[config.mk]
export PLATFORM = sky130hd
export DESIGN_NAME = lfsr_stream
export DESIGN_NICKNAME = d
export VERILOG_FILES = /design/src/rtl/lfsr_stream.sv
export SDC_FILE = /design/constraint.sdc
export NUM_CORES = 1
export LEC_CHECK = 0
export BUFFER_PORTS_ARGS = -buffer_cell sky130_fd_sc_hd__buf_2
export CORE_AREA = 4 4 143 90
export DETAILED_ROUTE_END_ITERATION = 7
export DIE_AREA = 0 0 147 94
export PLACE_DENSITY_LB_ADDON = 0.12
export SETUP_SLACK_MARGIN = 0.15
export SLEW_MARGIN = 20
export SYNTH_ARGS = -nofsm -noshare
export SYNTH_HDL_FRONTEND = slang
export SYNTH_SLANG_ARGS = --single-unit
[constraint.sdc]
create_clock -name clk_i -period 5.1 [get_ports clk_i]
set_input_delay 1.02 -clock clk_i [delete_from_list [all_inputs] [get_ports clk_i]]
set_output_delay 1.02 -clock clk_i [all_outputs]
set_load 0.1 [all_outputs]
[src/rtl/lfsr_stream.sv]
// Fibonacci LFSR pseudo-random source with runtime seed load, zero-seed protection,
// a one-entry valid/ready output register and period/wrap detection.
module lfsr_stream #(
    parameter int unsigned       WIDTH = 32,
    parameter logic [WIDTH-1:0]  TAPS  = WIDTH'(32'h088C_8892),
    parameter logic [WIDTH-1:0]  SEED  = WIDTH'(32'h00B5_FFED),
    parameter int unsigned       STEP  = 1,
    parameter int unsigned       CNT_W = 32
) (
    input  logic             clk_i,
    input  logic             reset_i,
    input  logic             en_i,
    input  logic             seed_valid_i,
    input  logic [WIDTH-1:0] seed_i,
    output logic             out_valid_o,
    input  logic             out_ready_i,
    output logic [STEP-1:0]  out_data_o,
    output logic [WIDTH-1:0] state_o,
    output logic             zero_seed_o,
    output logic             wrap_o,
    output logic [CNT_W-1:0] period_o
);

    logic [WIDTH-1:0] state_q, state_d;
    logic [WIDTH-1:0] seed_q, seed_d;
    logic             valid_q, valid_d;
    logic [STEP-1:0]  data_q, data_d;
    logic [CNT_W-1:0] cnt_q, cnt_d;
    logic             zero_q, zero_d;
    logic             wrap_q, wrap_d;
    logic [CNT_W-1:0] period_q, period_d;

    logic [WIDTH-1:0] beat_state_c;
    logic [STEP-1:0]  beat_bits_c;
    logic             advance_c;

    // STEP single shifts unrolled; the first generated feedback bit lands in the MSB.
    always_comb begin
        beat_state_c = state_q;
        beat_bits_c  = '0;
        for (int unsigned k = 0; k < STEP; k++) begin
            beat_bits_c[STEP-1-k] = ^(beat_state_c & TAPS);
            beat_state_c          = {beat_state_c[WIDTH-2:0], beat_bits_c[STEP-1-k]};
        end
    end

    assign advance_c = en_i & (~valid_q | out_ready_i) & ~seed_valid_i;

    // Seed load outranks advance; an unaccepted beat freezes data and state.
    always_comb begin
        state_d  = state_q;
        seed_d   = seed_q;
        valid_d  = valid_q;
        data_d   = data_q;
        cnt_d    = cnt_q;
        zero_d   = zero_q;
        wrap_d   = 1'b0;
        period_d = period_q;
        if (seed_valid_i) begin
            valid_d = 1'b0;
            cnt_d   = '0;
            if (seed_i == '0) begin
                state_d = SEED;
                seed_d  = SEED;
                zero_d  = 1'b1;
            end else begin
                state_d = seed_i;
                seed_d  = seed_i;
                zero_d  = 1'b0;
            end
        end else if (advance_c) begin
            state_d = beat_state_c;
            data_d  = beat_bits_c;
            valid_d = 1'b1;
            if (beat_state_c == seed_q) begin
                wrap_d   = 1'b1;
                period_d = cnt_q + CNT_W'(1);
                cnt_d    = '0;
            end else begin
                cnt_d = cnt_q + CNT_W'(1);
            end
        end else if (valid_q && out_ready_i) begin
            valid_d = 1'b0;
        end
    end

    always_ff @(posedge clk_i or posedge reset_i) begin
        if (reset_i) begin
            state_q  <= SEED;
            seed_q   <= SEED;
            valid_q  <= 1'b0;
            data_q   <= '0;
            cnt_q    <= '0;
            zero_q   <= 1'b0;
            wrap_q   <= 1'b0;
            period_q <= '0;
        end else begin
            state_q  <= state_d;
            seed_q   <= seed_d;
            valid_q  <= valid_d;
            data_q   <= data_d;
            cnt_q    <= cnt_d;
            zero_q   <= zero_d;
            wrap_q   <= wrap_d;
            period_q <= period_d;
        end
    end

    assign out_valid_o = valid_q;
    assign out_data_o  = data_q;
    assign state_o     = state_q;
    assign zero_seed_o = zero_q;
    assign wrap_o      = wrap_q;
    assign period_o    = period_q;

endmodule

==> flow_metrics.tcl, run 1 <==
set metrics [dict create \
    die_h_um 94 \
    rsz0062_at_grt "false" \
    postSynth.asyncResetShare_pct 100 \
    ctsResizeCount 0 \
    p_leak_uw 0.00353 \
    start_kind "flop" \
    finalMaxSlewViolations 0 \
    status "finished clean" \
    final_net_count 749 \
    wl_per_cell_um 18.4 \
    syn_to_final_growth_pct 19.4 \
    clock_latency_ns 0.41 \
    vias_per_cell 5.86 \
    synth_top_family_by_area "compound AO/OA/AOI/OAI gates" \
    cts_buffers 17 \
    critPathMaxFanout 25 \
    synth_compound_area_share_pct 15.0 \
    std_cell_rows 31 \
    multiInputGateArea_um2 2900 \
    antenna_left 0 \
    die_area_um2 13800 \
    cp.arrival_ns 3.30 \
    synthesis.area_um2 6460 \
    pin_count 105 \
    worst_clock_skew_ns 0.00912 \
    finalSetupViolCount 0 \
    cts_max_level 4 \
    reg2regPathDepth 8 \
    drt_pass1_iterations 5 \
    vdd.ir_drop.worst_uv 253 \
    max_stage_delay_ns 0.57 \
    die_w_um 147 \
    place_congestion 0.870 \
    synth_nets 651 \
    dp_slack_ns 1.97 \
    slew_headroom_pct 48.0 \
    crit_slowest_cell "dfstp_2" \
    crit_path_end_kind "flop" \
    cts_hold_buf 0 \
    path_buf_inv 2 \
    critPathKind "reg2reg" \
    grt_pass1_vias 5031 \
    met3_usage_pct 5.93 \
    antenna_found_initial 0 \
    fin_ws_ns 2.09 \
    synth_cell_type_count 48 \
    vias 5203 \
    cts_buffer_depth 2 \
    coreArea_um2 11700 \
    synth-seq-cells 132 \
    critPathTopFamily "XOR/XNOR gates" \
    post-route-period-util_pct 59.1 \
    path_clk_slew_ns 0.06 \
    grt_use_met1_pct 37.8 \
    hp-class "reg2reg" \
    drive_above_1_share_pct 29.5 \
    grt_start_max_net_pins 83 \
    postCtsSetupBuffers 0 \
    synth_edf_count 0 \
    totalWireLength_um 16400 \
    port_buffers 104 \
    required_ns 5.38 \
    yosysWarnings 0 \
    fmaxAchievable_mhz 332 \
    cts_num_sinks 132 \
    cts_tree "done" \
    met2_usage_pct 33.6 \
    synthAdderAreaFrac_pct 0.194 \
    num_antenna_cells 0 \
    cp_cell_sequence "xor2_1 > xnor3_1 > xor3_1 > nor3_2 > buf_4 > nor2_1 > buf_4 > a221o_1" \
    drc 0 \
    syn-instance-count 613 \
    synth-main-ff-cell "dfrtp_1" \
    busiest_layer "met1" \
    drv_cap 0 \
    hpwl_um 11200 \
    synth-simple-area-share_pct 15.0 \
    dr.first_iter.drc_count 398 \
    start_util_pct 55.3 \
    tightest_slew_ns 0.775 \
    final_hold_viol_count 0 \
    synth-xor-area-share_pct 7.77 \
    synth_mux_area_share_pct 6.84 \
    worstSetupPathDepth 8 \
    grtUsageTotal_pct 24.3 \
    period_needed_ns 3.01 \
    clock-root-buffer "clkbuf_16" \
    p_per_area_nw_per_um2 403 \
    min_path_cells 2 \
    grt.overflow.total 0 \
    seq_area_um2 3350 \
    grt_pass1_wl_um 26400 \
    finalSetupTns_ns 0 \
    cp_common_cell "buf_4" \
    ys_seq_area_share_pct 51.9 \
    syn_area_per_cell_um2 10.5 \
    fill_cells 910 \
]
[placed cells by master, fill, tap and decap left out, types with 18 or more instances in the layout]
| master | Yosys | layout |
|---|---|---|
| dfstp_2 | 38 | 38 |
| dfrtp_1 | 94 | 94 |
| nor3_1 | 18 | 18 |
| mux2_2 | 25 | 25 |
| inv_1 | 20 | 19 |
| buf_2 | 0 | 104 |
| xor2_1 | 40 | 40 |
| nor2_1 | 30 | 30 |
| o22a_1 | 36 | 36 |
| nand2_1 | 69 | 69 |
| o21ai_0 | 55 | 55 |
[area by class of cell]
class / count / area share, %
flip-flops and latches: 132 / 43.5
multi-input cells: 428 / 37.6
inverters: 20 / 1.04
clock inverters: 11 / 1.74
well taps: 165 / 2.68
clock buffers: 20 / 5.92
repair buffers: 112 / 7.53
[synth_stat cells (all sizes together), types with 2 or more instances]
cell type	instances	area, um^2
dfrtp	94	2350
nand2	69	259
o21ai	56	280
xor2	40	350
dfstp	38	998
o22a	36	315
nor2	30	113
clkbuf	28	105
mux2	27	312
inv	20	75.1
nor3	19	100
nor4	17	106
nor2b	15	93.8
a221o	14	140
nand3	14	70.1
mux2i	13	130
xnor2	12	105
nand4	9	56.3
a22o	7	61.3
and3	6	37.5
buf	5	33.8
o31ai	5	37.5
a21o	4	30.0
nand2b	4	25.0
a211oi	3	22.5
a21oi	3	15.0
or2	3	18.8
a32o	2	20.0
and2	2	12.5
and4	2	17.5
o31a	2	17.5
or3	2	12.5
[flip-flops by register name, indices dropped and copies added (netlist names)]
register	flops
cnt_q	32
period_o	32
seed_q	32
state_o	32
out_data_o	1
out_valid_o	1
wrap_o	1
zero_seed_o	1
[per-layer routing]
metal	up-vias	wire length, um
met5	-	0
met4	0	195
met3	22	1270
met2	202	6770
met1	2572	8130
li1	2407	-
[metrics by stage]
step	area, um^2	hold slack (ns)	util, %	cells	power, uW
after floorplan	6460	0.459	-	613	1750
after global placement	7120	0.459	60.9	857	1880
after detailed placement	7120	0.465	60.9	857	1890
after CTS	7710	0.478	66.0	888	3120
after global routing	7710	0.491	66.0	888	3220
final	7710	0.471	66.0	888	3100
[tightest hold or removal path: cells and delay by family, from the launching register on]
family,cells,cell delay [ns]
AOI/OAI and AO/OA,1,0.06
DFF,1,0.33
and+or+nand+nor,1,0.05
[worst paths after layout]
check / slack [ns] / endpoint / from
worst max-delay path: 2.09 / cnt_q[19] / state_o[18]
worst max register to register: 2.09 / cnt_q[19] / state_o[18]
max in group asynchronous: 3.45 / state_o[13] / reset_i
worst min-delay path: 0.47 / period_o[9] / period_o[9]
worst min register to register: 0.47 / period_o[9] / period_o[9]
min in group asynchronous: 0.76 / cnt_q[28] / reset_i
[cell families after synthesis]
group | Yosys count
buf+inv | 53
xor+xnor | 54
simple gates | 197
flops | 132
mux | 40
compound gates | 136
fa+ha+maj | 1
[where the power goes]
part           total (uW)  internal (uW)  leakage (uW)  switching [uW]
registers            1210           1140       0.00164            66.8
logic                 671            163       0.00161             509
clock network        1230            785      0.000290             441
Power figures use the tool's default switching activity.
==> run 2: changes to the inputs <==
CORE_AREA = 4 4 151 95   (was 4 4 143 90)
DIE_AREA = 0 0 155 99   (was 0 0 147 94)
clock period = 2.65 ns   (was 5.1 ns; I/O delays follow)
==> run 2 against run 1 <==
Effect of this change:
- routed wire length up 12%
- non-clock buffer count up 30
- die area up 11%
==> flow_metrics.tcl, run 2 (synthesized netlist as in run 1, its figures left out) <==
set metrics [dict create \
    dr.first_iter.drc_count 492 \
    required_ns 2.94 \
    status "finished clean" \
    timing.rr.end "period_o[5]" \
    vias_per_cell 5.87 \
    fin_ws_ns 0.103 \
    num_antenna_cells 0 \
    dp_slack_ns 0.0551 \
    p_int_uw 4080 \
    cts_hold_buf 0 \
    placed_area_um2 7360 \
    clkPwrFrac_pct 38.9 \
    post-route-period-util_pct 96.1 \
    finalMaxSlewViolations 0 \
    design_area_um2 8250 \
    reg2regPathDepth 6 \
    coreArea_um2 12800 \
    pin_count 105 \
    slew_headroom_pct 63.5 \
    std_cell_rows 32 \
    final_net_count 779 \
    port_buffers 104 \
    combPwrFrac_pct 22.8 \
    hp-class "in2async" \
    wl_per_cell_um 19.9 \
    die_w_um 155 \
    rsz0062_at_grt "true" \
    drv_cap 0 \
    swShare_pct 33.3 \
    crit_path_end_kind "flop" \
    drt_pass1_iterations 5 \
    drive_above_1_share_pct 35.7 \
    p_leak_uw 0.00377 \
    rrSetupSlack_ns 0.10 \
    grt_start_max_net_pins 82 \
    period_needed_ns 2.55 \
    cts_num_sinks 132 \
    totalWireLength_um 18400 \
    power_uw 6120 \
    drc 0 \
    hpwl_um 11900 \
    clock_latency_ns 0.41 \
    critPathMaxFanout 14 \
    reg2reg_from "state_o[15]" \
    grtUsageTotal_pct 23.4 \
    path_clk_slew_ns 0.06 \
    cts_buffer_depth 2 \
    tightest_slew_ns 0.542 \
    cp.arrival_ns 2.84 \
    cts_buffers 17 \
    crit_path_end "period_o[5]" \
    critPathKind "reg2reg" \
    clock-root-buffer "clkbuf_16" \
    fmaxAchievable_mhz 393 \
    grt_pass1_vias 5179 \
    p_sw_uw 2040 \
    final_hold_viol_count 0 \
    worst_clock_skew_ns 0.00973 \
    p_seq_share_pct 38.3 \
    grt_pass1_wl_um 28100 \
    place_congestion 0.829 \
    start_kind "flop" \
    antenna_left 0 \
    final_common_cell "buf_2" \
    finalSetupViolCount 0 \
    syn_to_final_growth_pct 27.7 \
    antenna_found_initial 0 \
    vdd.ir_drop.worst_uv 516 \
    die_area_um2 15300 \
    start_util_pct 50.6 \
    cts_tree "done" \
    cts_max_level 4 \
    crit_start "state_o[15]" \
    p_per_area_nw_per_um2 742 \
    vias 5426 \
    grt.overflow.total 0 \
    die_h_um 99 \
    layout_common_cells "buf_2, dfrtp_1, nand2_1" \
]
[run 2: layout make-up]
cell class	count	area, um^2
sequential	132	3380
clock buffer	23	458
inverter	20	78.8
fill	993	4530
tap	170	213
timing repair buffer	142	967
clock inverter	9	130
multi-input combinational	428	3020
[run 2: per-layer routing]
metal / vias up / GRT usage (%) / share of wire [%]
met5: - / 0 / 0
met4: 0 / 7.60 / 1.4
met3: 25 / 5.92 / 8.0
met2: 234 / 31.3 / 41
met1: 2702 / 36.8 / 50
li1: 2465 / - / -
[run 2: power by group through the flow]
| stage | clock network, uW | logic [uW] | registers (uW) |
|---|---|---|---|
| floorplan | 0 | 420 | 2960 |
| global placement | 0 | 1340 | 2350 |
| detailed placement | 0 | 1340 | 2360 |
| CTS | 2400 | 1370 | 2330 |
| global route | 2500 | 1470 | 2360 |
| finish | 2380 | 1400 | 2340 |
[run 2: timing repair]
action | 4_1_cts | 5_1_grt
resized for setup | 2 | 45
pin swaps | 2 | 11
gates cloned | 2 | 4
setup endpoints to repair | 32 | 61
buffers inserted | 1 | 3
[run 2: metrics by stage]
stage | TNS, ns | hold WS, ns | instances | utilization [%]
2_1_floorplan | -1.93 | 0.459 | 613 | -
3_3_place_gp | 0 | 0.457 | 882 | 57.6
3_5_place_dp | 0 | 0.466 | 882 | 57.6
4_1_cts | 0 | 0.108 | 917 | 62.8
5_1_grt | 0 | 0.115 | 924 | 64.6
6_report | 0 | 0.106 | 924 | 64.6
[run 2: worst min path at each step]
| stage | startpoint | end | cells after the start |
|---|---|---|---|
| 3_5_place_dp | period_o[6] | period_o[6] | 2 |
| 5_1_grt | reset_i | state_o[30] | 2 |
| 6_report | reset_i | state_o[29] | 2 |
| 3_3_place_gp | period_o[26] | period_o[26] | 2 |
| 4_1_cts | reset_i | state_o[31] | 2 |
| 2_1_floorplan | cnt_q[31] | cnt_q[31] | 1 |
[run 2: worst max-delay path: stages (launching register included)]
cell	delay [ns]
dfstp_4	0.66
xnor2_4	0.13
xnor3_1	0.46
xor3_1	0.21
or4_4	0.48
buf_12	0.19
mux2_4	0.29
